$ cat config.mk
export PLATFORM = sky130hd
export DESIGN_NAME = rx_serial_8o1
export DESIGN_NICKNAME = d
export VERILOG_FILES = /design/src/rtl/rx_serial_8o1_pkg.sv /design/src/rtl/contador_m.sv /design/src/rtl/rx_serial_8o1_fd.sv /design/src/rtl/rx_serial_8o1_uc.sv /design/src/rtl/rx_serial_8o1.sv
export SDC_FILE = /design/constraint.sdc
export NUM_CORES = 1
export LEC_CHECK = 0
export ABC_AREA = 1
export BUFFER_PORTS_ARGS = -buffer_cell sky130_fd_sc_hd__buf_4
export CORE_MARGIN = 2
export CORE_UTILIZATION = 60
export CTS_CLUSTER_DIAMETER = 100
export CTS_CLUSTER_SIZE = 25
export DETAILED_ROUTE_END_ITERATION = 10
export PLACE_DENSITY = 0.81
export SLEW_MARGIN = 30
export SYNTH_ARGS = -nofsm -noshare
export SYNTH_HDL_FRONTEND = slang
export SYNTH_SLANG_ARGS = --single-unit
$ cat constraint.sdc
create_clock -name clock -period 3.3 [get_ports clock]
set_input_delay 0 -clock clock [delete_from_list [all_inputs] [get_ports clock]]
set_output_delay 0 -clock clock [all_outputs]
set_load 0.02 [all_outputs]
$ cat src/rtl/rx_serial_8o1_pkg.sv
// Shared definitions for the 8O1 serial receiver: FSM state codes seen on db_estado.
package rx_serial_8o1_pkg;

    typedef enum logic [3:0] {
        INICIAL      = 4'd0,
        REPOUSO      = 4'd1,
        START        = 4'd2,
        DADOS        = 4'd3,
        PARIDADE     = 4'd4,
        STOP         = 4'd5,
        FINAL        = 4'd6,
        ESPERA_LINHA = 4'd7
    } estado_t;

    localparam int BITS_DADO = 8;

endpackage

$ cat src/rtl/contador_m.sv
// Modulo-M up counter with synchronous clear and count enable.
module contador_m #(
    parameter int M = 16,
    parameter int N = $clog2(M)
) (
    input  logic         clock,
    input  logic         reset,
    input  logic         zera,
    input  logic         conta,
    output logic [N-1:0] Q
);

    always_ff @(posedge clock) begin
        if (reset || zera)
            Q <= '0;
        else if (conta)
            Q <= (Q == N'(M-1)) ? '0 : Q + 1'b1;
    end

endmodule

$ cat src/rtl/rx_serial_8o1_fd.sv
// Receiver datapath: line synchroniser, bit timing counters, shift register, result registers.
module rx_serial_8o1_fd
    import rx_serial_8o1_pkg::*;
#(
    parameter int M = 434
) (
    input  logic                 clock,
    input  logic                 reset,
    input  logic                 i_dado_serial,
    input  logic                 i_limpa,
    input  logic                 i_zera_ciclo,
    input  logic                 i_conta_ciclo,
    input  logic                 i_zera_bit,
    input  logic                 i_conta_bit,
    input  logic                 i_desloca,
    input  logic                 i_carrega_par,
    input  logic                 i_carrega_stop,
    input  logic                 i_registra,
    output logic                 o_rx,
    output logic                 o_meio,
    output logic                 o_fim_ciclo,
    output logic                 o_fim_bit,
    output logic                 o_stop_bit,
    output logic [BITS_DADO-1:0] o_dados_ascii,
    output logic                 o_tem_dado,
    output logic                 o_erro_paridade,
    output logic                 o_erro_stop,
    output logic                 o_overrun
);

    localparam int CW = $clog2(M);

    logic [1:0]           r_sync;
    logic [BITS_DADO-1:0] r_shift;
    logic                 r_par;
    logic                 r_stop;
    logic [CW-1:0]        w_ciclo;
    logic [3:0]           w_bit;

    contador_m #(.M(M), .N(CW)) u_ciclo (
        .clock (clock), .reset (reset),
        .zera  (i_zera_ciclo), .conta (i_conta_ciclo), .Q (w_ciclo)
    );

    contador_m #(.M(9), .N(4)) u_bit (
        .clock (clock), .reset (reset),
        .zera  (i_zera_bit), .conta (i_conta_bit), .Q (w_bit)
    );

    assign o_rx        = r_sync[1];
    assign o_meio      = (w_ciclo == CW'(M/2 - 1));
    assign o_fim_ciclo = (w_ciclo == CW'(M - 1));
    assign o_fim_bit   = (w_bit == 4'd8);
    assign o_stop_bit  = r_stop;

    always_ff @(posedge clock) begin
        if (reset) begin
            r_sync          <= 2'b11;
            r_shift         <= '0;
            r_par           <= 1'b0;
            r_stop          <= 1'b0;
            o_dados_ascii   <= '0;
            o_tem_dado      <= 1'b0;
            o_erro_paridade <= 1'b0;
            o_erro_stop     <= 1'b0;
            o_overrun       <= 1'b0;
        end else begin
            r_sync <= {r_sync[0], i_dado_serial};
            // LSB arrives first, so shifting right leaves it at bit 0
            if (i_desloca)      r_shift <= {o_rx, r_shift[BITS_DADO-1:1]};
            if (i_carrega_par)  r_par   <= o_rx;
            if (i_carrega_stop) r_stop  <= o_rx;
            if (i_registra) begin
                o_dados_ascii   <= r_shift;
                o_erro_paridade <= ~(^{r_shift, r_par});
                o_erro_stop     <= ~r_stop;
                o_overrun       <= o_overrun | (o_tem_dado & ~i_limpa);
                o_tem_dado      <= 1'b1;
            end else if (i_limpa) begin
                o_tem_dado <= 1'b0;
            end
        end
    end

endmodule

$ cat src/rtl/rx_serial_8o1_uc.sv
// Receiver control unit: frame sequencing FSM, drives the datapath strobes.
module rx_serial_8o1_uc
    import rx_serial_8o1_pkg::*;
(
    input  logic       clock,
    input  logic       reset,
    input  logic       i_rx,
    input  logic       i_meio,
    input  logic       i_fim_ciclo,
    input  logic       i_fim_bit,
    input  logic       i_stop_bit,
    output logic       o_zera_ciclo,
    output logic       o_conta_ciclo,
    output logic       o_zera_bit,
    output logic       o_conta_bit,
    output logic       o_desloca,
    output logic       o_carrega_par,
    output logic       o_carrega_stop,
    output logic       o_registra,
    output logic [3:0] o_estado
);

    estado_t r_estado, w_prox;

    always_ff @(posedge clock) begin
        if (reset) r_estado <= INICIAL;
        else       r_estado <= w_prox;
    end

    always_comb begin
        w_prox         = r_estado;
        o_zera_ciclo   = 1'b0;
        o_conta_ciclo  = 1'b0;
        o_zera_bit     = 1'b0;
        o_conta_bit    = 1'b0;
        o_desloca      = 1'b0;
        o_carrega_par  = 1'b0;
        o_carrega_stop = 1'b0;
        o_registra     = 1'b0;
        case (r_estado)
            INICIAL: w_prox = REPOUSO;
            REPOUSO: begin
                o_zera_ciclo = 1'b1;
                if (!i_rx) w_prox = START;
            end
            START: begin
                o_conta_ciclo = 1'b1;
                o_zera_bit    = 1'b1;
                if (i_meio) begin
                    // restart the cycle count here so later samples land mid-bit
                    o_zera_ciclo = 1'b1;
                    w_prox       = i_rx ? REPOUSO : DADOS;
                end
            end
            DADOS: begin
                o_conta_ciclo = 1'b1;
                if (i_fim_bit)
                    w_prox = PARIDADE;
                else if (i_fim_ciclo) begin
                    o_desloca   = 1'b1;
                    o_conta_bit = 1'b1;
                end
            end
            PARIDADE: begin
                o_conta_ciclo = 1'b1;
                if (i_fim_ciclo) begin
                    o_carrega_par = 1'b1;
                    w_prox        = STOP;
                end
            end
            STOP: begin
                o_conta_ciclo = 1'b1;
                if (i_fim_ciclo) begin
                    o_carrega_stop = 1'b1;
                    w_prox         = FINAL;
                end
            end
            FINAL: begin
                o_registra = 1'b1;
                w_prox     = i_stop_bit ? REPOUSO : ESPERA_LINHA;
            end
            ESPERA_LINHA: if (i_rx) w_prox = REPOUSO;
            default: w_prox = INICIAL;
        endcase
    end

    assign o_estado = r_estado;

endmodule

$ cat src/rtl/rx_serial_8o1.sv
// 8O1 asynchronous serial receiver: control unit plus datapath.
module rx_serial_8o1
    import rx_serial_8o1_pkg::*;
#(
    parameter int M = 434
) (
    input  logic       clock,
    input  logic       reset,
    input  logic       dado_serial,
    input  logic       limpa,
    output logic [7:0] dados_ascii,
    output logic       pronto,
    output logic       tem_dado,
    output logic       erro_paridade,
    output logic       erro_stop,
    output logic       overrun,
    output logic [3:0] db_estado
);

    logic w_rx, w_meio, w_fim_ciclo, w_fim_bit, w_stop_bit;
    logic w_zera_ciclo, w_conta_ciclo, w_zera_bit, w_conta_bit;
    logic w_desloca, w_carrega_par, w_carrega_stop, w_registra;

    rx_serial_8o1_uc u_uc (
        .clock          (clock),
        .reset          (reset),
        .i_rx           (w_rx),
        .i_meio         (w_meio),
        .i_fim_ciclo    (w_fim_ciclo),
        .i_fim_bit      (w_fim_bit),
        .i_stop_bit     (w_stop_bit),
        .o_zera_ciclo   (w_zera_ciclo),
        .o_conta_ciclo  (w_conta_ciclo),
        .o_zera_bit     (w_zera_bit),
        .o_conta_bit    (w_conta_bit),
        .o_desloca      (w_desloca),
        .o_carrega_par  (w_carrega_par),
        .o_carrega_stop (w_carrega_stop),
        .o_registra     (w_registra),
        .o_estado       (db_estado)
    );

    rx_serial_8o1_fd #(.M(M)) u_fd (
        .clock           (clock),
        .reset           (reset),
        .i_dado_serial   (dado_serial),
        .i_limpa         (limpa),
        .i_zera_ciclo    (w_zera_ciclo),
        .i_conta_ciclo   (w_conta_ciclo),
        .i_zera_bit      (w_zera_bit),
        .i_conta_bit     (w_conta_bit),
        .i_desloca       (w_desloca),
        .i_carrega_par   (w_carrega_par),
        .i_carrega_stop  (w_carrega_stop),
        .i_registra      (w_registra),
        .o_rx            (w_rx),
        .o_meio          (w_meio),
        .o_fim_ciclo     (w_fim_ciclo),
        .o_fim_bit       (w_fim_bit),
        .o_stop_bit      (w_stop_bit),
        .o_dados_ascii   (dados_ascii),
        .o_tem_dado      (tem_dado),
        .o_erro_paridade (erro_paridade),
        .o_erro_stop     (erro_stop),
        .o_overrun       (overrun)
    );

    // pronto is the FINAL cycle itself; the result registers update at its closing edge
    assign pronto = w_registra;

endmodule

* After elaboration in Yosys (flattened, before gate mapping)
Cells that the tools add are included.
** Cells by class
- $add $sub $neg :: 2
- Eq/ne operators :: 16
- Muxes and demuxes :: 23
- Bitwise logic cells :: 5
- Reductions and logical operators :: 7
** Operators with widths (count)
- 4-bit one-hot mux with 8 select lines :: 1
- 4-bit two-way mux :: 7
- 4-bit by 3-bit == test with 1-bit output, second input constant :: 4
- 1-bit two-way mux :: 11
- 2-bit by 1-bit inequality test with 1-bit output, second input constant :: 5
- 9-bit by 1-bit adder with 9-bit output, second input constant :: 1
- 9-bit by 8-bit == test with 1-bit output, second input constant :: 1
- 9-bit == test, second input constant :: 1
- 9-bit two-way mux :: 1
- 9-bit XOR reduction :: 1
- 4-bit by 2-bit == test with 1-bit output, second input constant :: 2
- 6-bit AND reduction :: 1
- 4-bit by 1-bit adder with 4-bit output, second input constant :: 1
- 4-bit by 1-bit == test with 1-bit output, second input constant :: 1
- 4-bit == test, second input constant :: 1
- 4-bit zero test :: 1
- 4-bit OR reduction :: 1
- 3-bit two-way mux :: 1
- 1-bit NOT :: 3
- 1-bit logical OR :: 2
- 2-bit two-way mux :: 1
- 2-bit inequality test, second input constant :: 1
- 1-bit one-hot mux with 2 select lines :: 1
- 2-bit nonzero test :: 1
- other kinds (2) :: 2
** Storage, ports and cells
- Register bits :: 41
- Output and inout port bits :: 17

* Depth between registers and ports, before layout
- Word-level depth :: 4
- Mapped depth :: 10
- Gate-level depth less buffers :: 10

* Cells and area by module
From an unflattened synthesis, not the netlist that was laid out.
** Unflattened totals
- Cells, all modules :: 293
- Area, all modules :: 2047.0 um^2
** By module, submodules not included
- rx_serial_8o1_fd :: times used 1, cells each 132, area an instance 979.7 um^2, seq. area each 480.5 um^2
- contador_m (u_fd.u_ciclo) :: times used 1, cells each 72, area an instance 528.0 um^2, seq. area each 180.2 um^2
- rx_serial_8o1_uc :: times used 1, cells each 61, area an instance 336.6 um^2, seq. area each 60.1 um^2
- contador_m (u_fd.u_bit) :: times used 1, cells each 28, area an instance 202.7 um^2, seq. area each 80.1 um^2

* Least setup slack after synthesis
OpenSTA, ideal clock, no wires.
- Path type :: register to register
- Start :: register u_uc.r_estado[0] (netlist: u_uc.o_estado[0])
- End :: register u_fd.u_bit.Q[0]
- Arrival time :: 1.359 ns
- Required time :: 3.222 ns
- Path slack :: 1.863 ns
- Stages on the path, launching flop included :: 9
- Buffers on the path :: 2
- Cell sequence :: dfxtp_1 buf_4 nand3_2 inv_2 nand2_1 nor2_4 buf_6 nor2_1 nor3_1
** On the way
- Word-level cells in the longest chain between the ends :: 3
- Elaborated cells between the ends (all ways) :: 5
- Classes of those cells :: eq/ne (2); mux (2); reduce/logical (1)
** Ends and longest elaborated chain
- start, declared :: RTL line rx_serial_8o1_uc.sv:23 : estado_t r_estado, w_prox;
- start signal, assigned :: RTL line rx_serial_8o1_uc.sv:27 : else r_estado <= w_prox;
- 4-bit by 2-bit == test with 1-bit output :: RTL line rx_serial_8o1_uc.sv:40 : case (r_estado)
- 1-bit two-way mux :: RTL line rx_serial_8o1_uc.sv:40
- 1-bit logical OR :: RTL line contador_m.sv:14 : if (reset || zera)
- end signal, assigned :: RTL line contador_m.sv:17 : Q <= (Q == N'(M-1)) ? '0 : Q + 1'b1;
- end, declared :: RTL line contador_m.sv:10 : output logic [N-1:0] Q
Parallel ways exist; a longest one is shown, timed or not.
A chain may end at the register's enable or synchronous reset.

* Worst setup path after layout
- Start :: register u_uc.r_estado[1] (netlist: u_uc.o_estado[1])
- End :: register u_fd.o_erro_paridade
** On the way
- Word-level cells in the longest chain between the ends :: 2
** Ends and longest elaborated chain
- 4-bit by 3-bit == test with 1-bit output :: RTL line rx_serial_8o1_uc.sv:40
- 1-bit two-way mux :: RTL line rx_serial_8o1_uc.sv:40
- end signal, assigned :: RTL line rx_serial_8o1_fd.sv:75 : o_erro_paridade <= ~(^{r_shift, r_par});
- end, declared :: RTL line rx_serial_8o1_fd.sv:26 : output logic o_erro_paridade,
No other way between the ends.

==> results.json <==
{
  "overflow": 0,
  "p_per_area_nw_per_um2": 543,
  "worst_ep_required_time_ns": 3.58,
  "cts_buffers": 5,
  "clkTransAtPathRegs_ns": 0.13,
  "path_max_fanout": 23,
  "totalWireLength_um": 4150,
  "grt_antenna_before_repair": 0,
  "grt_pass1_wl_um": 6800,
  "slew_viol_final": 0,
  "syn_avg_cell_area_um2": 6.79,
  "clockBufferDepth": 2,
  "synth_top_area_cell": "dfxtp_1",
  "dp_hpwl_um": 2980,
  "core_area_um2": 3280,
  "hold_depth": 3,
  "end_kind": "flop",
  "path_depth": 8,
  "dieArea_um2": 3850,
  "cts_sinks": 40,
  "multiInputGateArea_um2": 1040,
  "worst_slew_pin_slew_ns": 0.763,
  "crit_buf_inv": 2,
  "root_buffer": "clkbuf_4",
  "hp-class": "in -> reg",
  "min_period_over_period": 0.581,
  "final_cell_mix": "nand2_1, dfxtp_1, inv_1",
  "die_w_um": 62.1,
  "vias": 1887,
  "dieHeight_um": 62.1,
  "ys_ff_latch": 40,
  "leakage_nw": 1.02,
  "crit_family": "simple AND/OR/NAND/NOR gates",
  "syn_to_final_growth_pct": 13.0,
  "syn_nets": 307,
  "viasPerCell": 5.13,
  "maxCapViolations": 0,
  "final_common_cell": "nand2_1",
  "detail_route.first_pass.iterations": 4,
  "path_cells": "nand2_1 > nor2_2 > inv_1 > or2_0 > o21ai_0 > nand2_1 > inv_1 > nor2_1",
  "setup_tns_ns": 0,
  "wire_per_inst_um": 11.3,
  "outcome": "finished, final reports clean",
  "htreeDepth": 2,
  "setup_viol": 0,
  "drt_iter0_drc": 140,
  "start_util": 0.616,
  "synthCells": 298,
  "clock.fmax_mhz": 522,
  "clock_latency_ns": 0.36,
  "fin_nets": 330,
  "cts_tree": "built",
  "drc": 0,
  "worstPathArrival_ns": 2.20,
  "syn_area_um2": 2020,
  "synth_top_area_share": 0.396,
  "synth_warnings": 0,
  "grt_usage": 0.243,
  "grt_pass1_vias": 1533,
  "critical_path_class": "reg -> reg",
  "rsz0062_at_grt": "false",
  "irDropWorstVdd_mv": 0.361,
  "power_mw": 1.24,
  "post_cts_buffers": 0,
  "diodes": 0,
  "drive_gt1_frac": 0.124,
  "ys_seq_area_frac": 0.396,
  "cp-start-kind": "flop",
  "cpMaxStageDelayCell": "nor2_2",
  "finClkSkew_ns": 0.0177,
  "ant_nets": 0,
  "seqCellArea_um2": 801,
  "grt_start_max_net_pins": 24,
  "worst_r2r_path_depth": 8,
  "n_fill_cell": 301,
  "num_io_pins": 21,
  "finalHoldViolCount": 0,
  "gp_congestion": 0.962,
  "slew-limit-headroom": 0.491,
  "placementRows": 21,
  "slowest_delay_ns": 0.60,
  "synthTopCellsByArea": "dfxtp_1, nand2_1, a21oi_1, inv_1, nor2_1",
  "min_period_ns": 1.92,
  "synth_cell_type_count": 29,
  "portBuffers": 19
}
==> registers in the layout, indices dropped and copies added, names as in the netlist <==
name / count
u_fd.o_erro_stop: 1
u_fd.o_dados_ascii: 8
u_fd.r_sync: 2
u_fd.r_par: 1
u_fd.u_bit.Q: 4
u_fd.o_erro_paridade: 1
u_fd.r_shift: 8
u_fd.u_ciclo.Q: 9
u_fd.o_tem_dado: 1
u_fd.o_overrun: 1
u_uc.o_estado: 3
u_fd.o_stop_bit: 1
==> routing by layer <==
metal	vias up	track usage	share of wire
li1	989	-	-
met1	853	0.340	0.51
met2	37	0.354	0.44
met3	8	0.0642	0.033
met4	0	0.100	0.020
met5	-	0	0
==> synthesized netlist by cell type <==
| master | n |
|---|---|
| a21oi_1 | 27 |
| buf_2 | 2 |
| buf_4 | 2 |
| buf_6 | 1 |
| clkbuf_1 | 2 |
| conb_1 | 1 |
| dfxtp_1 | 40 |
| ha_1 | 5 |
| inv_1 | 35 |
| inv_2 | 3 |
| nand2_1 | 84 |
| nand2_2 | 1 |
| nand3_1 | 14 |
| nand3_2 | 1 |
| nand3b_1 | 1 |
| nand4_1 | 7 |
| nor2_1 | 29 |
| nor2_2 | 2 |
| nor2_4 | 2 |
| nor3_1 | 5 |
| nor3_2 | 2 |
| nor3b_1 | 1 |
| o211a_1 | 1 |
| o211ai_1 | 1 |
| o21ai_0 | 21 |
| or2_0 | 1 |
| or2_2 | 2 |
| xnor2_1 | 2 |
| xor2_1 | 3 |
==> cell families after synthesis <==
kind of cell             count (synthesis)  share of synthesized area
AND/OR/NAND/NOR                        152                      0.330
AO/OA/AOI/OAI                           50                      0.127
buffers and inverters                   45                     0.0921
flip-flops                              40                      0.396
XOR/XNOR                                 5                     0.0216
adder cells (fa/ha/maj)                  5                     0.0309
other                                    1                    0.00185
==> repair_timing <==
action	in CTS	in global routing
hold endpoints to repair	6	0
gates resized for setup	0	0
hold buffers	4	0
==> power breakdown <==
part	internal, mW	switching [mW]	leakage [nW]
Combinational	0.134	0.260	0.668
Clock	0.103	0.173	0.0305
Sequential	0.524	0.0473	0.324
==> tightest hold or removal path: stages <==
cell           delay, ns
dlygate4sd3_1       0.52
buf_4               0.14
nor2_1              0.05
==> area by class of cell <==
type | count | share of cell area
Inverter | 38 | 0.0624
Timing Repair Buffer | 23 | 0.0799
Clock buffer | 6 | 0.0224
Clock inverter | 2 | 0.00657
Multi-Input combinational cell | 213 | 0.453
Sequential cell | 40 | 0.350
Tap cell | 46 | 0.0252
==> per-stage QoR <==
step                      utilization  worst slack [ns]  cell area (um2)  instances  hold WS, ns
after floorplan                     -              1.86             2020        298       0.0691
after global routing            0.696              1.14             2290        368        0.388
after global placement          0.664              1.51             2180        356        0.185
final                           0.696              1.38             2290        368        0.375
after CTS                       0.696              1.40             2290        368        0.364
after detailed placement        0.664              1.41             2180        356        0.189
==> final timing paths <==
| kind | start | to | slack (ns) |
|---|---|---|---|
| worst max-delay path | u_uc.o_estado[1] | u_fd.o_erro_paridade | 1.38 |
| worst min register to register | u_fd.r_sync[0] | u_fd.r_sync[1] | 0.44 |
| worst max register to register | u_uc.o_estado[1] | u_fd.o_erro_paridade | 1.38 |
| worst min-delay path | reset | u_fd.o_tem_dado | 0.38 |
Power figures use the tool's default switching activity.
